==> src/rtl/tage_u_sched_if.sv <==
// rtl/tage_u_sched_if.sv - update request and table write-port bundle for the TAGE u scheduler
interface tage_u_sched_if #(
    parameter int TBL_W  = 4,
    parameter int ADDR_W = 11,
    parameter int DATA_W = 18,
    parameter int U_W    = 3
);
    logic              upd_valid;
    logic              upd_ready;
    logic [TBL_W-1:0]  upd_table;
    logic [ADDR_W-1:0] upd_addr;
    logic [DATA_W-1:0] upd_data;

    logic              wr_en;
    logic              wr_clr;
    logic [TBL_W-1:0]  wr_table;
    logic [ADDR_W-1:0] wr_addr;
    logic [DATA_W-1:0] wr_data;
    logic [U_W-1:0]    wr_clr_mask;

    modport master (
        output upd_valid, upd_table, upd_addr, upd_data,
        input  upd_ready,
        input  wr_en, wr_clr, wr_table, wr_addr, wr_data, wr_clr_mask
    );

    modport slave (
        input  upd_valid, upd_table, upd_addr, upd_data,
        output upd_ready,
        output wr_en, wr_clr, wr_table, wr_addr, wr_data, wr_clr_mask
    );
endinterface

==> src/rtl/tage_u_sched.sv <==
// rtl/tage_u_sched.sv - TAGE tagged-table write scheduler with TICK-driven usefulness sweep
module tage_u_sched #(
    parameter int NUM_TABLES = 12,
    parameter int ADDR_W     = 11,
    parameter int DATA_W     = 18,
    parameter int U_W        = 3,
    parameter int TICK_W     = 19,
    parameter int STARVE_MAX = 8
) (
    input  logic           clk,
    input  logic           reset,
    tage_u_sched_if.slave  bus,
    input  logic           tick_inc,
    input  logic           tick_dec,
    output logic           sweep_busy,
    output logic           sweep_done
);
    localparam int TBL_W = $clog2(NUM_TABLES);
    localparam int CLR_W = (U_W > 1) ? $clog2(U_W) : 1;
    localparam int SW_W  = $clog2(STARVE_MAX + 1);
    localparam logic [TICK_W-1:0] TICK_LAST = {{(TICK_W-1){1'b1}}, 1'b0};
    localparam logic [ADDR_W-1:0] ADDR_LAST = {ADDR_W{1'b1}};

    typedef enum logic {IDLE, SWEEP} state_t;

    state_t            state_q, state_d;
    logic [TICK_W-1:0] tick_q, tick_d;
    logic [ADDR_W-1:0] sweep_addr_q, sweep_addr_d;
    logic [SW_W-1:0]   starve_q, starve_d;
    logic [CLR_W-1:0]  clr_idx_q, clr_idx_d;
    logic              wr_en_q, wr_en_d;
    logic              wr_clr_q, wr_clr_d;
    logic [TBL_W-1:0]  wr_table_q, wr_table_d;
    logic [ADDR_W-1:0] wr_addr_q, wr_addr_d;
    logic [DATA_W-1:0] wr_data_q, wr_data_d;
    logic [U_W-1:0]    wr_mask_q, wr_mask_d;
    logic              done_q, done_d;
    logic              upd_ready;
    logic              accept;

    // Ready comes only from registered state so the requester never sees a valid->ready loop.
    assign upd_ready = !((state_q == SWEEP) && (starve_q == SW_W'(STARVE_MAX)));
    assign accept    = bus.upd_valid && upd_ready;

    always_comb begin
        state_d      = state_q;
        tick_d       = tick_q;
        sweep_addr_d = sweep_addr_q;
        starve_d     = starve_q;
        clr_idx_d    = clr_idx_q;
        wr_en_d      = 1'b0;
        wr_clr_d     = 1'b0;
        wr_table_d   = '0;
        wr_addr_d    = '0;
        wr_data_d    = '0;
        wr_mask_d    = '0;
        done_d       = 1'b0;

        if (accept) begin
            wr_en_d    = 1'b1;
            wr_table_d = bus.upd_table;
            wr_addr_d  = bus.upd_addr;
            wr_data_d  = bus.upd_data;
            if (state_q == SWEEP) begin
                starve_d = starve_q + SW_W'(1);
            end
        end else if (state_q == SWEEP) begin
            wr_en_d   = 1'b1;
            wr_clr_d  = 1'b1;
            wr_addr_d = sweep_addr_q;
            wr_mask_d = U_W'(1) << clr_idx_q;
            starve_d  = '0;
            if (sweep_addr_q == ADDR_LAST) begin
                done_d       = 1'b1;
                state_d      = IDLE;
                sweep_addr_d = '0;
                clr_idx_d    = (clr_idx_q == '0) ? CLR_W'(U_W - 1) : clr_idx_q - CLR_W'(1);
            end else begin
                sweep_addr_d = sweep_addr_q + ADDR_W'(1);
            end
        end

        if (state_q == IDLE) begin
            starve_d = '0;
            if (tick_inc && !tick_dec) begin
                // Reaching the all-ones value is replaced by restarting from 0 and sweeping.
                if (tick_q == TICK_LAST) begin
                    tick_d  = '0;
                    state_d = SWEEP;
                end else begin
                    tick_d = tick_q + TICK_W'(1);
                end
            end else if (tick_dec && !tick_inc && (tick_q != '0)) begin
                tick_d = tick_q - TICK_W'(1);
            end
        end
    end

    always_ff @(posedge clk or negedge reset) begin
        if (!reset) begin
            state_q      <= IDLE;
            tick_q       <= '0;
            sweep_addr_q <= '0;
            starve_q     <= '0;
            clr_idx_q    <= CLR_W'(U_W - 1);
            wr_en_q      <= 1'b0;
            wr_clr_q     <= 1'b0;
            wr_table_q   <= '0;
            wr_addr_q    <= '0;
            wr_data_q    <= '0;
            wr_mask_q    <= '0;
            done_q       <= 1'b0;
        end else begin
            state_q      <= state_d;
            tick_q       <= tick_d;
            sweep_addr_q <= sweep_addr_d;
            starve_q     <= starve_d;
            clr_idx_q    <= clr_idx_d;
            wr_en_q      <= wr_en_d;
            wr_clr_q     <= wr_clr_d;
            wr_table_q   <= wr_table_d;
            wr_addr_q    <= wr_addr_d;
            wr_data_q    <= wr_data_d;
            wr_mask_q    <= wr_mask_d;
            done_q       <= done_d;
        end
    end

    assign bus.upd_ready   = upd_ready;
    assign bus.wr_en       = wr_en_q;
    assign bus.wr_clr      = wr_clr_q;
    assign bus.wr_table    = wr_table_q;
    assign bus.wr_addr     = wr_addr_q;
    assign bus.wr_data     = wr_data_q;
    assign bus.wr_clr_mask = wr_mask_q;
    assign sweep_busy      = (state_q == SWEEP);
    assign sweep_done      = done_q;
endmodule

==> src/flat_wrapper.sv <==
// flat-port wrapper written by rule: the top's interface ports become plain ports
module tage_u_sched_flat 
#(
    parameter int NUM_TABLES = 12,
    parameter int ADDR_W     = 11,
    parameter int DATA_W     = 18,
    parameter int U_W        = 3,
    parameter int TICK_W     = 19,
    parameter int STARVE_MAX = 8
)
  (clk, reset, tick_inc, tick_dec, sweep_busy, sweep_done, bus_upd_valid, bus_upd_table, bus_upd_addr, bus_upd_data, bus_upd_ready, bus_wr_en, bus_wr_clr, bus_wr_table, bus_wr_addr, bus_wr_data, bus_wr_clr_mask);
  tage_u_sched_if #(.ADDR_W(ADDR_W), .DATA_W(DATA_W), .U_W(U_W)) bus_i ();
  input  logic clk;
  input  logic reset;
  input  logic tick_inc;
  input  logic tick_dec;
  output logic sweep_busy;
  output logic sweep_done;
  input wire logic [$bits(bus_i.upd_valid)-1:0] bus_upd_valid;
  input wire logic [$bits(bus_i.upd_table)-1:0] bus_upd_table;
  input wire logic [$bits(bus_i.upd_addr)-1:0] bus_upd_addr;
  input wire logic [$bits(bus_i.upd_data)-1:0] bus_upd_data;
  output wire logic [$bits(bus_i.upd_ready)-1:0] bus_upd_ready;
  output wire logic [$bits(bus_i.wr_en)-1:0] bus_wr_en;
  output wire logic [$bits(bus_i.wr_clr)-1:0] bus_wr_clr;
  output wire logic [$bits(bus_i.wr_table)-1:0] bus_wr_table;
  output wire logic [$bits(bus_i.wr_addr)-1:0] bus_wr_addr;
  output wire logic [$bits(bus_i.wr_data)-1:0] bus_wr_data;
  output wire logic [$bits(bus_i.wr_clr_mask)-1:0] bus_wr_clr_mask;
  assign bus_i.upd_valid = bus_upd_valid;
  assign bus_i.upd_table = bus_upd_table;
  assign bus_i.upd_addr = bus_upd_addr;
  assign bus_i.upd_data = bus_upd_data;
  assign bus_upd_ready = bus_i.upd_ready;
  assign bus_wr_en = bus_i.wr_en;
  assign bus_wr_clr = bus_i.wr_clr;
  assign bus_wr_table = bus_i.wr_table;
  assign bus_wr_addr = bus_i.wr_addr;
  assign bus_wr_data = bus_i.wr_data;
  assign bus_wr_clr_mask = bus_i.wr_clr_mask;
  tage_u_sched #(.NUM_TABLES(NUM_TABLES), .ADDR_W(ADDR_W), .DATA_W(DATA_W), .U_W(U_W), .TICK_W(TICK_W), .STARVE_MAX(STARVE_MAX)) u_core (.clk(clk), .reset(reset), .bus(bus_i), .tick_inc(tick_inc), .tick_dec(tick_dec), .sweep_busy(sweep_busy), .sweep_done(sweep_done));
endmodule
==> config.mk <==
export PLATFORM = sky130hd
export DESIGN_NAME = tage_u_sched_flat
export DESIGN_NICKNAME = d
export VERILOG_FILES = /design/src/rtl/tage_u_sched_if.sv /design/src/rtl/tage_u_sched.sv /design/src/flat_wrapper.sv
export SDC_FILE = /design/constraint.sdc
export NUM_CORES = 1
export LEC_CHECK = 0
export BUFFER_PORTS_ARGS = -buffer_cell sky130_fd_sc_hd__buf_2
export CORE_ASPECT_RATIO = 1.2
export CORE_MARGIN = 3
export CORE_UTILIZATION = 55
export CTS_CLUSTER_DIAMETER = 200
export DETAILED_ROUTE_END_ITERATION = 8
export PLACE_DENSITY = 0.88
export SYNTH_ARGS = -nofsm -noshare
export SYNTH_HDL_FRONTEND = slang
export SYNTH_SLANG_ARGS = --single-unit
export TNS_END_PERCENT = 10
==> constraint.sdc <==
create_clock -name clk -period 2.95 [get_ports clk]
set_input_delay 0 -clock clk [delete_from_list [all_inputs] [get_ports clk]]
set_output_delay 0 -clock clk [all_outputs]
set_load 0.1 [all_outputs]
==> flow_summary_export.csv, run 1 <==
group,metric,value,unit
run_status,status,"finished, final reports clean",
sta,slew_headroom,37.1,%
sta,fmax,386,MHz
clock_network,cts-root-buf,"clkbuf_8",
yosys,synth_area,4010,um2
global_routing,antenna_found_initial,0,
setup_path,crit_path_start_kind,"flop",
yosys,post-synth-top-area-cell,"dfrtp_1",
drt,vias_per_cell,6.44,
sta,hold_violations,0,
global_routing,grtUsageTotal,30.3,%
final_layout,n_antenna_cell,0,
yosys,synth-seq-area-share,47.5,%
placed_design,portBuffers,78,
clock_network,cts_tree,"yes",
yosys,synth_fp_nets,454,
setup_path,path_max_fanout,8,
final_layout,area_growth,24.6,%
yosys,yosysMostFrequentCell,"dfrtp_1",
power_and_ir_drop,power_density,526,nW/um2
drt,finalWirelength,12500,um
clock_network,clkLatencyLatePin,380,ps
clock_network,cts.sinks,76,
sta,finalCritPeriodShare,87.8,%
floorplanning,io-pin-count,79,
yosys,synth_edf_count,0,
sta,rsz0062_at_grt,"false",
sta,finalSetupViolCount,0,
yosys,synth_cell_types,63,
yosys,synth_warnings,0,
yosys,synth-seq-cells,76,
clock_network,path_clk_slew,110,ps
drt,ant_nets,0,
floorplanning,rows,33,
global_routing,grt-ovfl-total,0,
drt,wl_per_cell,20.7,um
yosys,synth.avg_cell_area,9.86,um2
setup_path,path_class,"reg -> reg",
setup_path,critPathRequiredTime,3230,ps
drt,met1_length,4460,um
global_routing,grt_pass1_vias,3763,
final_layout,final_area,4990,um2
yosys,synthTopCellsByArea,"dfrtp_1 47%, and2_1 4.2%, nand2_1 3.7%",
clock_network,post_cts_buffers,0,
drt,routed.top_layer,"met4",
placed_design,place_area,4420,um2
drt,drt_iter0_drc,567,
worst_hold_path,hold_path.class,"in -> async",
global_routing,grt_pass1_wl,19700,um
setup_path,rrSetupSlack,360,ps
placed_design,dp_slack,292,ps
final_layout,fin_cells,604,
setup_path,critPathCaptureType,"flop",
final_layout,layout-drive-gt1-share,25.9,%
floorplanning,start_util,57.7,%
clock_network,h-tree-depth,3,
sta,slew_violations,0,
drt,wl_met2,6290,um
power_and_ir_drop,p_leak,2.26,nW
yosys,synthCells,406,
floorplanning,die_w,83.9,um
sta,worst_slew_pin_slew,944,ps
placed_design,hpwl,6540,um
power_and_ir_drop,peakVddDrop,0.000656,V
yosys,ys_async_sr_fraction,100,%
yosys,synth_flop_cell,"dfrtp_1",
clock_network,numCtsBuffers,9,
placed_design,place_inst,553,
yosys,synth_top_area_share,46.9,%
drt,firstDrtPassIters,5,
setup_path,critPathArrivalTime,2870,ps
sta,finalHoldWorstSlack,303,ps
clock_network,clock_path_buffers,2,
placed_design,gp_congestion,0.911,
job,drv_cap,0,
sta,finalClockSkew,22.9,ps
global_routing,grt_max_degree,77,
sta,setup-tns-final,0,ps
floorplanning,die_height,99.5,um
floorplanning,die_area,8350,um2
yosys,yosys-top-cells-count,"75 x dfrtp_1, 39 x nand2_1, 27 x and2_1, 24 x nor2_1",
sta,timing.final.crit_period,2590,ps
drt,drc,0,
sta,fin_ws,360,ps
drt,num_vias,3892,
final_layout,nNetsFinal,560,
floorplanning,design.core.area,6940,um2
drt,wl_met3,919,um
-- flip-flops by register name, indices dropped and copies added, names as in the netlist, 2 cells and up --
signal	cells
u_core.bus.wr_clr_mask	3
u_core.clr_idx_q	2
u_core.tick_q	19
u_core.sweep_addr_q	11
u_core.bus.wr_addr	11
u_core.bus.wr_data	18
u_core.bus.wr_table	4
u_core.starve_q	4
-- kinds of logic after synthesis --
group                    share of synthesized area [%]
flip-flops                                        47.5
adder cells (fa/ha/maj)                           3.12
multiplexers                                      1.00
XOR/XNOR                                          2.62
AO/OA/AOI/OAI                                     15.3
buffers and inverters                             5.65
AND/OR/NAND/NOR                                   24.8
-- per-layer routing --
layer  track usage [%]  vias up
met5                 0        -
met4              17.6        0
met3              6.63       77
met2              51.9      280
met1              34.9     1870
li1                  -     1665
-- per-stage QoR --
step	power [W]	util, %
after floorplan	0.00159	-
after global placement	0.00170	63.8
after detailed placement	0.00172	63.8
after CTS	0.00258	71.8
after global routing	0.00270	71.9
final	0.00262	71.9
-- cell type report --
type,count,area (um2)
clock buffers,9,124
multi-input cells,285,1890
well taps,87,109
clock inverters,7,80.1
repair buffers,123,818
fillers,418,1950
flip-flops and latches,76,1900
inverters,17,63.8
-- power by group --
| group | internal [W] | switching, W | total (W) |
|---|---|---|---|
| logic | 0.000141 | 0.000428 | 0.000570 |
| clock network | 0.000404 | 0.000445 | 0.000849 |
| registers | 0.00112 | 0.0000848 | 0.00120 |
-- worst max-delay path, stage by stage (launching register included) --
cell,delay (ps)
dfrtp_1,460
inv_1,120
ha_1,220
or4b_4,510
nor3_2,370
a221o_1,380
buf_4,220
nor4_1,70
a211oi_2,160
-- what timing repair did --
action / CTS / global route
endpoints found under the setup margin: 0 / 2
endpoints found under the hold margin: 109 / 0
hold buffers: 35 / 0
resized for setup: 0 / 1
-- cells in the final DEF (no fill, tap or decap), types with 16 or more instances in the layout --
cell type and count:
nor2_1 24, a21oi_1 16, dfrtp_1 75, dlygate4sd3_1 35
inv_1 17, nand2_1 39, o21ai_0 19, buf_2 77
and2_1 27, nand3_1 19
-- final timing paths --
check                                   startpoint  depth (start not counted)                     end
worst min register to register  u_core.starve_q[0]                          1      u_core.starve_q[0]
worst min-delay path                         reset                          2  u_core.bus.wr_table[0]
worst max-delay path              u_core.tick_q[0]                          8       u_core.tick_q[10]
worst max register to register    u_core.tick_q[0]                          8       u_core.tick_q[10]
max in group asynchronous                    reset                          2   u_core.bus.wr_data[5]
min in group clk                          tick_inc                          5        u_core.tick_q[2]
Power figures use the tool's default switching activity.
==> run 2, diff against run 1 <==
Settings changed: CORE_UTILIZATION 55 to 50, PLACE_DENSITY 0.88 to 0.84.
Clock period 2.95 ns to 2.1 ns, I/O delays scaled along.
==> flow_summary_export.csv, run 2 (synthesized netlist as in run 1, its figures left out) <==
group,metric,value,unit
global_routing,grt-ovfl-total,0,
sta,worst_slew_pin_slew,624,ps
final_layout,largest_reg_flops,19,
drt,drc,0,
clock_network,cts.sinks,76,
clock_network,clock_path_buffers,2,
sta,timing.final.crit_period,2200,ps
clock_network,post_cts_buffers,0,
final_layout,nNetsFinal,605,
placed_design,portBuffers,78,
job,drv_cap,0,
setup_path,crit_family,"simple AND/OR/NAND/NOR gates",
global_routing,grtUsageTotal,25.2,%
setup_path,path_class,"reg -> reg",
setup_path,critPathRequiredTime,2340,ps
final_layout,area_growth,33.7,%
setup_path,crit_buf_inv,2,
final_layout,utilization,69.1,%
drt,num_vias,3797,
power_and_ir_drop,p_leak,2.49,nW
setup_path,critPathMaxStageDelay,490,ps
power_and_ir_drop,peakVddDrop,0.000542,V
floorplanning,design.core.area,7750,um2
power_and_ir_drop,p_total,0.00352,W
clock_network,clkLatencyLatePin,350,ps
setup_path,crit_path_start_kind,"flop",
clock_network,h-tree-depth,3,
sta,finalSetupViolCount,16,
run_status,violations,"negative setup slack",
global_routing,grt_pass1_wl,18300,um
drt,vias_per_cell,5.80,
clock_network,path_clk_slew,90,ps
sta,slew_headroom,58.4,%
sta,finalClockSkew,14.3,ps
floorplanning,io-pin-count,79,
power_and_ir_drop,power_density,657,nW/um2
sta,slew_violations,0,
global_routing,grt_max_degree,50,
sta,hold_violations,0,
setup_path,path_cells,"inv_1 -> ha_1 -> or4b_4 -> nor3_4 -> a221o_1 -> buf_4 -> o31ai_2 -> a22o_1",
floorplanning,start_util,51.7,%
floorplanning,die_w,87.7,um
sta,fin_ws,-98.4,ps
setup_path,critPathArrivalTime,2430,ps
setup_path,critPathCaptureType,"flop",
run_status,status,"finished, violations left",
global_routing,antenna_found_initial,1,
floorplanning,die_height,104,um
sta,rsz0062_at_grt,"true",
drt,ant_nets,0,
setup_path,slowest_stage,"or4b_4",
clock_network,cts-root-buf,"clkbuf_8",
drt,firstDrtPassIters,5,
placed_design,hpwl,7330,um
global_routing,grt_pass1_vias,3910,
drt,wl_per_cell,16.7,um
final_layout,layout_common_cells,"77 x buf_2, 74 x dfrtp_1, 55 x buf_4",
clock_network,cts_tree,"yes",
sta,fmax,455,MHz
drt,finalWirelength,11000,um
floorplanning,die_area,9120,um2
clock_network,numCtsBuffers,9,
sta,finalCritPeriodShare,105,%
floorplanning,rows,35,
setup_path,path_max_fanout,4,
final_layout,final_common_cell,"buf_2",
worst_hold_path,hold_path.class,"in -> async",
placed_design,gp_congestion,0.958,
final_layout,layout-drive-gt1-share,32.6,%
final_layout,largest-register,"u_core.tick_q",
drt,drt_iter0_drc,262,
==> run 2: area by class of cell <==
type                            instances  area, um2
Fill cell                             540       2400
Multi-Input combinational cell        285       1930
Sequential cell                        76       1900
Timing Repair Buffer                  168       1160
Clock buffer                            9        124
Tap cell                               92        115
Inverter                               17       63.8
Clock inverter                          7       55.1
Antenna cell                            1       2.50
==> run 2: what timing repair did <==
action / CTS / global route
endpoints found under the hold margin: 81 / 0
gates resized for setup: 4 / 5
endpoints found under the setup margin: 13 / 19
hold buffers: 35 / 0
pin swaps: 2 / 2
==> run 2: worst paths after layout <==
kind | depth (start not counted) | from | endpoint | slack [ps]
max | 8 | u_core.tick_q[0] | u_core.tick_q[6] | -100
min | 2 | reset | u_core.tick_q[10] | 200
max reg2reg | 8 | u_core.tick_q[0] | u_core.tick_q[6] | -100
min reg2reg | 1 | u_core.sweep_addr_q[10] | u_core.sweep_addr_q[10] | 530
max in group asynchronous | 3 | reset | u_core.clr_idx_q[1] | 1210
min in group clk | 5 | tick_inc | u_core.tick_q[2] | 320
==> run 2: through the flow <==
stage                     hold WS, ps  cell area [um2]  setup slack, ps  TNS, ps  std cells
after floorplan                  -296             4020            -13.6    -23.9        406
after global placement           56.1             4780            -26.1    -32.1        603
after detailed placement         51.8             4780             -117     -340        603
after CTS                         225             5330            -72.4     -521        654
after global routing              248             5360             -185    -2620        655
final                             202             5360            -98.4     -773        655
==> run 2: routing by layer <==
metal	global-route usage (%)	wire, um
met5	0	0
met4	10.5	300
met3	3.80	565
met2	44.9	5990
met1	29.4	4090
==> run 2: power by group <==
part	internal [W]	switching, W	total [W]
clock network	0.000446	0.000590	0.00104
registers	0.00157	0.000101	0.00167
logic	0.000221	0.000592	0.000813
total	0.00224	0.00128	0.00352
